===== src/rtl/prog_mod_counter_pkg.sv =====
// rtl/prog_mod_counter_pkg.sv - shared constants and helpers for the programmable-modulus counter family
package prog_mod_counter_pkg;

    // Direction encoding for the up input
    localparam logic DIR_UP   = 1'b1;
    localparam logic DIR_DOWN = 1'b0;

    // Ceiling log2 for sizing counters from ratios; clog2(1) = 0
    function automatic int clog2(input int value);
        int result;
        int rem;
        result = 0;
        rem    = value - 1;
        while (rem > 0) begin
            result = result + 1;
            rem    = rem >> 1;
        end
        return result;
    endfunction

    // Width of a counter that must hold 0..ratio-1, never narrower than one bit
    function automatic int phase_width(input int ratio);
        return (ratio > 1) ? clog2(ratio) : 1;
    endfunction

endpackage


===== src/rtl/tick_prescaler.sv =====
// rtl/tick_prescaler.sv - divide-by-P enable prescaler; tick marks the last phase (used when PROG_MOD_COUNTER_PRESCALE_EN is defined)
module tick_prescaler
    import prog_mod_counter_pkg::*;
#(
    parameter int P = 4
) (
    input  logic clk,
    input  logic reset,
    input  logic clr,
    input  logic en,
    output logic tick
);

    localparam int              PW   = phase_width(P);
    localparam logic [PW-1:0]   LAST = PW'(P - 1);

    logic [PW-1:0] phase;

    // Phase advances on en and returns to 0 after the last phase; clr restarts the cycle
    always_ff @(posedge clk) begin
        if (!reset) begin
            phase <= '0;
        end else if (clr) begin
            phase <= '0;
        end else if (en) begin
            phase <= (phase == LAST) ? '0 : phase + PW'(1);
        end
    end

    assign tick = en & (phase == LAST);

endmodule


===== src/rtl/prog_mod_counter.sv =====
// rtl/prog_mod_counter.sv - up/down counter with programmable limit, load, boundary ticks and wrap pulse; optional prescaler via PROG_MOD_COUNTER_PRESCALE_EN
module prog_mod_counter
    import prog_mod_counter_pkg::*;
#(
    parameter int N = 8,
    parameter int M = 10,
    parameter int P = 4
) (
    input  logic         clk,
    input  logic         reset,
    input  logic         en,
    input  logic         up,
    input  logic         load,
    input  logic [N-1:0] load_val,
    input  logic         lim_wr,
    input  logic [N-1:0] lim_val,
    output logic [N-1:0] count,
`ifdef PROG_MOD_COUNTER_PRESCALE_EN
    output logic         pre_tick,
`endif
    output logic         max_tick,
    output logic         min_tick,
    output logic         wrap
);

    localparam logic [N-1:0] LIM_RST = N'(M - 1);

    logic [N-1:0] limit;
    logic [N-1:0] count_nxt;
    logic         wrap_nxt;
    logic         pre_ok;
    logic         step;

`ifdef PROG_MOD_COUNTER_PRESCALE_EN
    tick_prescaler #(
        .P (P)
    ) u_prescaler (
        .clk   (clk),
        .reset (reset),
        .clr   (load),
        .en    (en),
        .tick  (pre_ok)
    );

    assign pre_tick = pre_ok;
`else
    // Without the prescaler every enabled cycle is a step (a nonsensical P < 1 stalls it)
    assign pre_ok = (P >= 1);
`endif

    assign step = en & ~load & pre_ok;

    // Next count and wrap: load wins over a step; steps always use the current limit
    always_comb begin
        count_nxt = count;
        wrap_nxt  = 1'b0;
        if (load) begin
            count_nxt = load_val;
        end else if (step) begin
            if (up == DIR_UP) begin
                if (count >= limit) begin
                    count_nxt = '0;
                    wrap_nxt  = 1'b1;
                end else begin
                    count_nxt = count + N'(1);
                end
            end else begin
                if (count == '0) begin
                    count_nxt = limit;
                    wrap_nxt  = 1'b1;
                end else if (count > limit) begin
                    count_nxt = limit;
                end else begin
                    count_nxt = count - N'(1);
                end
            end
        end
    end

    // Count, wrap and limit registers; a new limit takes effect from the following edge
    always_ff @(posedge clk) begin
        if (!reset) begin
            count <= '0;
            wrap  <= 1'b0;
            limit <= LIM_RST;
        end else begin
            count <= count_nxt;
            wrap  <= wrap_nxt;
            if (lim_wr) begin
                limit <= lim_val;
            end
        end
    end

    assign max_tick = (count == limit);
    assign min_tick = (count == '0);

endmodule


===== config.mk =====
export PLATFORM = sky130hd
export DESIGN_NAME = prog_mod_counter
export DESIGN_NICKNAME = d
export VERILOG_FILES = /design/src/rtl/prog_mod_counter_pkg.sv /design/src/rtl/tick_prescaler.sv /design/src/rtl/prog_mod_counter.sv
export SDC_FILE = /design/constraint.sdc
export NUM_CORES = 1
export LEC_CHECK = 0
export BUFFER_PORTS_ARGS = -buffer_cell sky130_fd_sc_hd__clkbuf_2
export CAP_MARGIN = 15
export CELL_PAD_IN_SITES_DETAIL_PLACEMENT = 1
export CELL_PAD_IN_SITES_GLOBAL_PLACEMENT = 1
export CORE_MARGIN = 2
export CORE_UTILIZATION = 38
export CTS_CLUSTER_DIAMETER = 120
export DETAILED_ROUTE_END_ITERATION = 7
export GPL_ROUTABILITY_DRIVEN = 0
export GPL_TIMING_DRIVEN = 0
export PLACE_DENSITY = 0.8
export SKIP_LAST_GASP = 1
export SLEW_MARGIN = 20
export SYNTH_ARGS = -nofsm -noshare
export SYNTH_HDL_FRONTEND = slang
export SYNTH_HIERARCHICAL = 1
export SYNTH_SLANG_ARGS = --single-unit

===== constraint.sdc =====
create_clock -name clk -period 2.8 [get_ports clk]
set_input_delay 0.56 -clock clk [delete_from_list [all_inputs] [get_ports clk]]
set_output_delay 0.56 -clock clk [all_outputs]
set_load 0.005 [all_outputs]

======== Word-level counts from Yosys, hierarchy flattened ========
Cells that the tools add are included.
storage, ports and cells
  output and inout bits ................... 11
  bits in read-only memories .............. 0
  latch bits .............................. 0
  bits in writable memories ............... 0
  word-level logic and storage cells ...... 24
  memories ................................ 0
  bits of input ports ..................... 22
  bits in registers ....................... 17
cells by class
  reductions and logical operators ........ 3
  equality and inequality tests ........... 1
  multiplexer cells ....................... 9
  bitwise logic cells ..................... 4
  add/sub/neg operators ................... 2
  multiply operators ...................... 0
  divide/modulo/power cells ............... 0
  magnitude comparators ................... 2
  shift operators ......................... 0
operators by type and width
  kind                                               number
  two-way mux 8 bit                                  6
  adder 8 x 1 -> 8 bit (second input constant)       1
  == test 8 bit                                      1
  >= comparator 8 bit                                1
  > comparator 8 bit                                 1
  zero test 8 bit                                    1
  subtractor 8 x 1 -> 8 bit (second input constant)  1
  two-way mux 1 bit                                  3
  inverter 1 bit                                     3
  OR reduction 3 bit                                 1
  nonzero test 2 bit                                 1
  AND 1 bit                                          1

======== Depth between registers and ports, before layout ========
  depth after elaboration ................. 6
  mapped depth ............................ 9

======== Least setup slack after synthesis ========
No wires, ideal clock.
  path type ............................... reg2reg
  from .................................... reg count[0]
  to ...................................... reg count[7]
  clock period less this slack ............ 2.179 ns
  stages on the path, launching flop included .. 9
  setup time .............................. 0.062 ns
  setup slack ............................. 0.621 ns
  arrival ................................. 2.117 ns
  path buffers ............................ 0
  cells stage by stage .................... dfxtp_1 inv_1 ha_1 nor2b_1 o211ai_1 a21oi_1 o22ai_1 a2111o_1 nand3_1
between the ends
  word-level cells in the longest chain between the ends .. 6
  elaborated cells between the ends (all ways) .. 11
  classes of those cells .................. add/sub: 2; order compare: 2; mux: 6; reduce/logical: 1
ends and longest elaborated chain
  what                                                                    RTL line                                        source
  start, declared                                                         prog_mod_counter.sv:17                          output logic [N-1:0] count,
  start signal, assigned                                                  prog_mod_counter.sv:87                          count <= count_nxt;
  subtractor 8 x 1 -> 8 bit / > comparator 8 bit (equally long branches)  prog_mod_counter.sv:74, prog_mod_counter.sv:71
  two-way mux 8 bit                                                       prog_mod_counter.sv:71                          end else if (count > limit) begin
  two-way mux 8 bit                                                       prog_mod_counter.sv:68                          if (count == '0) begin
  two-way mux 8 bit *                                                     prog_mod_counter.sv:60                          if (up == DIR_UP) begin
  two-way mux 8 bit *                                                     prog_mod_counter.sv:59                          end else if (step) begin
  two-way mux 8 bit *                                                     prog_mod_counter.sv:57                          if (load) begin
Mark *: on every way between the ends. The rest lies on a longest branch, timed or not. The select of a mux whose other input is x is not followed.
A chain may end at the register's enable or synchronous reset.

======== Worst setup path after layout ========
  from .................................... reg count[0]
  to ...................................... reg count[3]
Same word-level chain as after synthesis.

==> results.txt <==
Worst EP required -> 2980 ps
Die Width -> 65.62 um
Cell taking the most area after synthesis -> dfxtp_1
Clock Power Share -> 21.5%
Initial DRC Count -> 98
Num rows -> 22
Slew HR -> 47.32%
Worst path top cell family by delay -> simple AND/OR/NAND/NOR gates
Unrepaired setup endpoints after global routing -> no
Max Slew Vio Count -> 0
Nets@finish -> 250
Crit path buffers/inverters -> 2
Psw -> 0.3444 mW
Final period util -> 92.15%
Cell Area, Placed -> 1658 um^2
Hold-fix buffers, CTS -> 0
Initial Util -> 39.41%
CTS Sinks -> 17
Number of antenna violations at the first check in global routing -> 0
Post-Synthesis Cells -> 181
Gr usage total -> 20.91%
Crit Path Class -> reg -> reg
Fin Setup TNS -> 0 ps
Switching Share -> 39.51%
CTS clk-pin slew, worst paths -> 70 ps
CP max FO -> 7
Logic gate share of total power -> 43.9%
Arrival @ worst endpoint -> 2760 ps
Min cycle time layout -> 2580 ps
Vias -> 1,456
Maximum clock path buffer count -> 2
Post-synth top area share -> 23.59%
Max stage delay on crit path -> 480 ps
WL/cell -> 15.67 um
Layout cell share with drive strength beyond 1 -> 21.30%
Post-synth net total -> 214
Crit path max-delay cell type -> dfxtp_1
Tightest Pin Transition -> 780.3 ps
Met2 Track Usage GR -> 35.84%
Clock Root Buffer -> clkbuf_8
Flops & latches, synth -> 17
GRT met3 Usage -> 2.226%
Layout Skew -> 2.563 ps
Synth Cell Area -> 1443 um^2
DRT Wirelength -> 4138 um
DP HPWL -> 3235 um
Status -> finished clean
GR peak layer -> met2
Largest net degree at the start of global routing -> 11
Area grow syn2layout -> 18.73%
Clock latency on the worst-skew pair -> 250 ps
Most common flop cell mapped by yosys -> dfxtp_1
Ports -> 33
H-tree levels -> 1
CTS tree -> done
Post-DRT Antenna Nets -> 0
Vias in the first global route -> 1,458
Drt via density -> 5.515
Fin Hold WS -> 468.9 ps
Crit path capture type -> register
Fmax -> 387.6 MHz
Post-synth EDFFs -> 0
Ranking of synthesized cells by area -> dfxtp_1, ha_1, mux2i_1
Remaining global-route overflow -> 0
Share of async-settable or async-resettable flops after synthesis -> 0%
Util after Layout -> 46.79%
Number of max-cap violations -> 0
TritonCTS Buffers -> 3
Int Pwr -> 0.5273 mW
Startpoint types -> register
HP Class -> reg -> reg
Final instance area -> 1713 um^2
Antenna diodes -> 0
PD cells -> 508.9 nW/um^2
Leak -> 0.7168 nW
Iteration count of the initial detailed-routing pass -> 4
First-pass GRT wire length -> 7044 um
Sequential share of power -> 34.6%
Core Area -> 3661 um^2
Fin. Hold Viols -> 0
Final setup fails -> 0
Sequence of cells on the critical path -> inv_1 > ha_1 > nand4_1 > nor2_1 > or3b_2 > clkbuf_1 > o41ai_1 > a41oi_1 > o21ai_0
Mapped Avg Cell Area -> 7.970 um^2
Maximum VDD drop -> 0.2364 mV
Drt drc -> 0
Die H -> 65.62 um
Met1 Use GR -> 27.95%
Yosys Warn Count -> 6
Distinct cells, synth -> 41
Die area -> 4305 um^2
Input/output buffers -> 31
Register area share after synthesis -> 23.59%
==> sequential cells by signal, summed over array words and instances (netlist names) <==
name and cells:
count 8, wrap 1, limit 8
==> cell families after synthesis <==
family | count (synthesis) | synth area share (%)
simple gates | 69 | 26.36
flops | 17 | 23.59
xor+xnor | 12 | 7.285
buf+inv | 23 | 8.153
compound gates | 41 | 19.52
mux | 8 | 5.551
fa+ha+maj | 11 | 9.540
==> power groups by stage <==
| stage | registers (mW) | clock network (mW) | logic (mW) |
|---|---|---|---|
| 2_1_floorplan | 0.297 | 0 | 0.267 |
| 3_3_place_gp | 0.306 | 0 | 0.366 |
| 3_5_place_dp | 0.308 | 0 | 0.375 |
| 4_1_cts | 0.302 | 0.196 | 0.382 |
| 5_1_grt | 0.306 | 0.206 | 0.427 |
| 6_report | 0.301 | 0.188 | 0.383 |
==> cell usage in the layout (no fill, tap or decap), types with 4 or more instances in the layout <==
cell type  Yosys  routed
nand2b_1       9       9
o311ai_0       4       4
xnor2_1        4       4
nand3_1        6       6
nor2_1         8       8
a21oi_1       10       9
clkbuf_2       1      32
nand2_1       15      15
nand4_1        5       5
ha_1          11      11
xor2_1         8       8
nor2b_1        8       8
o211ai_1       6       6
mux2i_1        8       8
o21ai_0        6       6
clkbuf_1       7       8
inv_1         10      10
dfxtp_1       17      17
nor3_1         7       7
==> cell type report <==
| type | count | area, um^2 |
|---|---|---|
| fill | 480 | 1948 |
| multi-input combinational | 141 | 994.7 |
| tap | 48 | 60.06 |
| clock buffer | 4 | 45.04 |
| buffer | 12 | 63.81 |
| sequential | 17 | 340.3 |
| inverter | 11 | 53.80 |
| timing repair buffer | 31 | 155.1 |
==> worst min-delay path, stage by stage (launching register included) <==
cell,delay [ps]
dfxtp_1,310
nand2_1,50
o21ai_0,60
==> layer usage <==
metal / routed length (um) / vias up / share of wire [%]
met2: 1940 / 31 / 47
met1: 1973 / 697 / 48
li1: - / 724 / -
met5: 0 / - / 0
met3: 194 / 4 / 4.7
met4: 30 / 0 / 0.72
==> metrics by stage <==
stage	cells	power, mW	setup slack [ps]
2_1_floorplan	181	0.5636	620.5
3_3_place_gp	260	0.6724	80.87
3_5_place_dp	260	0.6827	20.55
4_1_cts	264	0.8796	174.7
5_1_grt	264	0.9381	14.33
6_report	264	0.8717	219.8
==> cells in the mapped netlist, types with 3 or more instances <==
library cell / count
dfxtp_1: 17
nand2_1: 15
ha_1: 11
a21oi_1: 10
inv_1: 10
nand2b_1: 9
mux2i_1: 8
nor2_1: 8
nor2b_1: 8
xor2_1: 8
clkbuf_1: 7
nor3_1: 7
nand3_1: 6
o211ai_1: 6
o21ai_0: 6
nand4_1: 5
o311ai_0: 4
xnor2_1: 4
nor3b_1: 3
o41ai_1: 3
==> timing repair <==
action                     4_1_cts  5_1_grt
buffers inserted                 0        0
resized for setup                1        1
setup endpoints to repair        1        2
cloned                           0        0
==> path summary, 6_finish.rpt <==
check | startpoint | end | slack, ps | depth (start not counted)
worst max-delay path | count[0]$_SDFFE_PN0P_ | count[3]$_SDFFE_PN0P_ | 220 | 9
worst min-delay path | limit[3]$_SDFFE_PN1P_ | count[3]$_SDFFE_PN0P_ | 470 | 2
worst max register to register | count[0]$_SDFFE_PN0P_ | count[3]$_SDFFE_PN0P_ | 220 | 9
worst min register to register | limit[3]$_SDFFE_PN1P_ | count[3]$_SDFFE_PN0P_ | 470 | 2
Power figures use the tool's default switching activity.
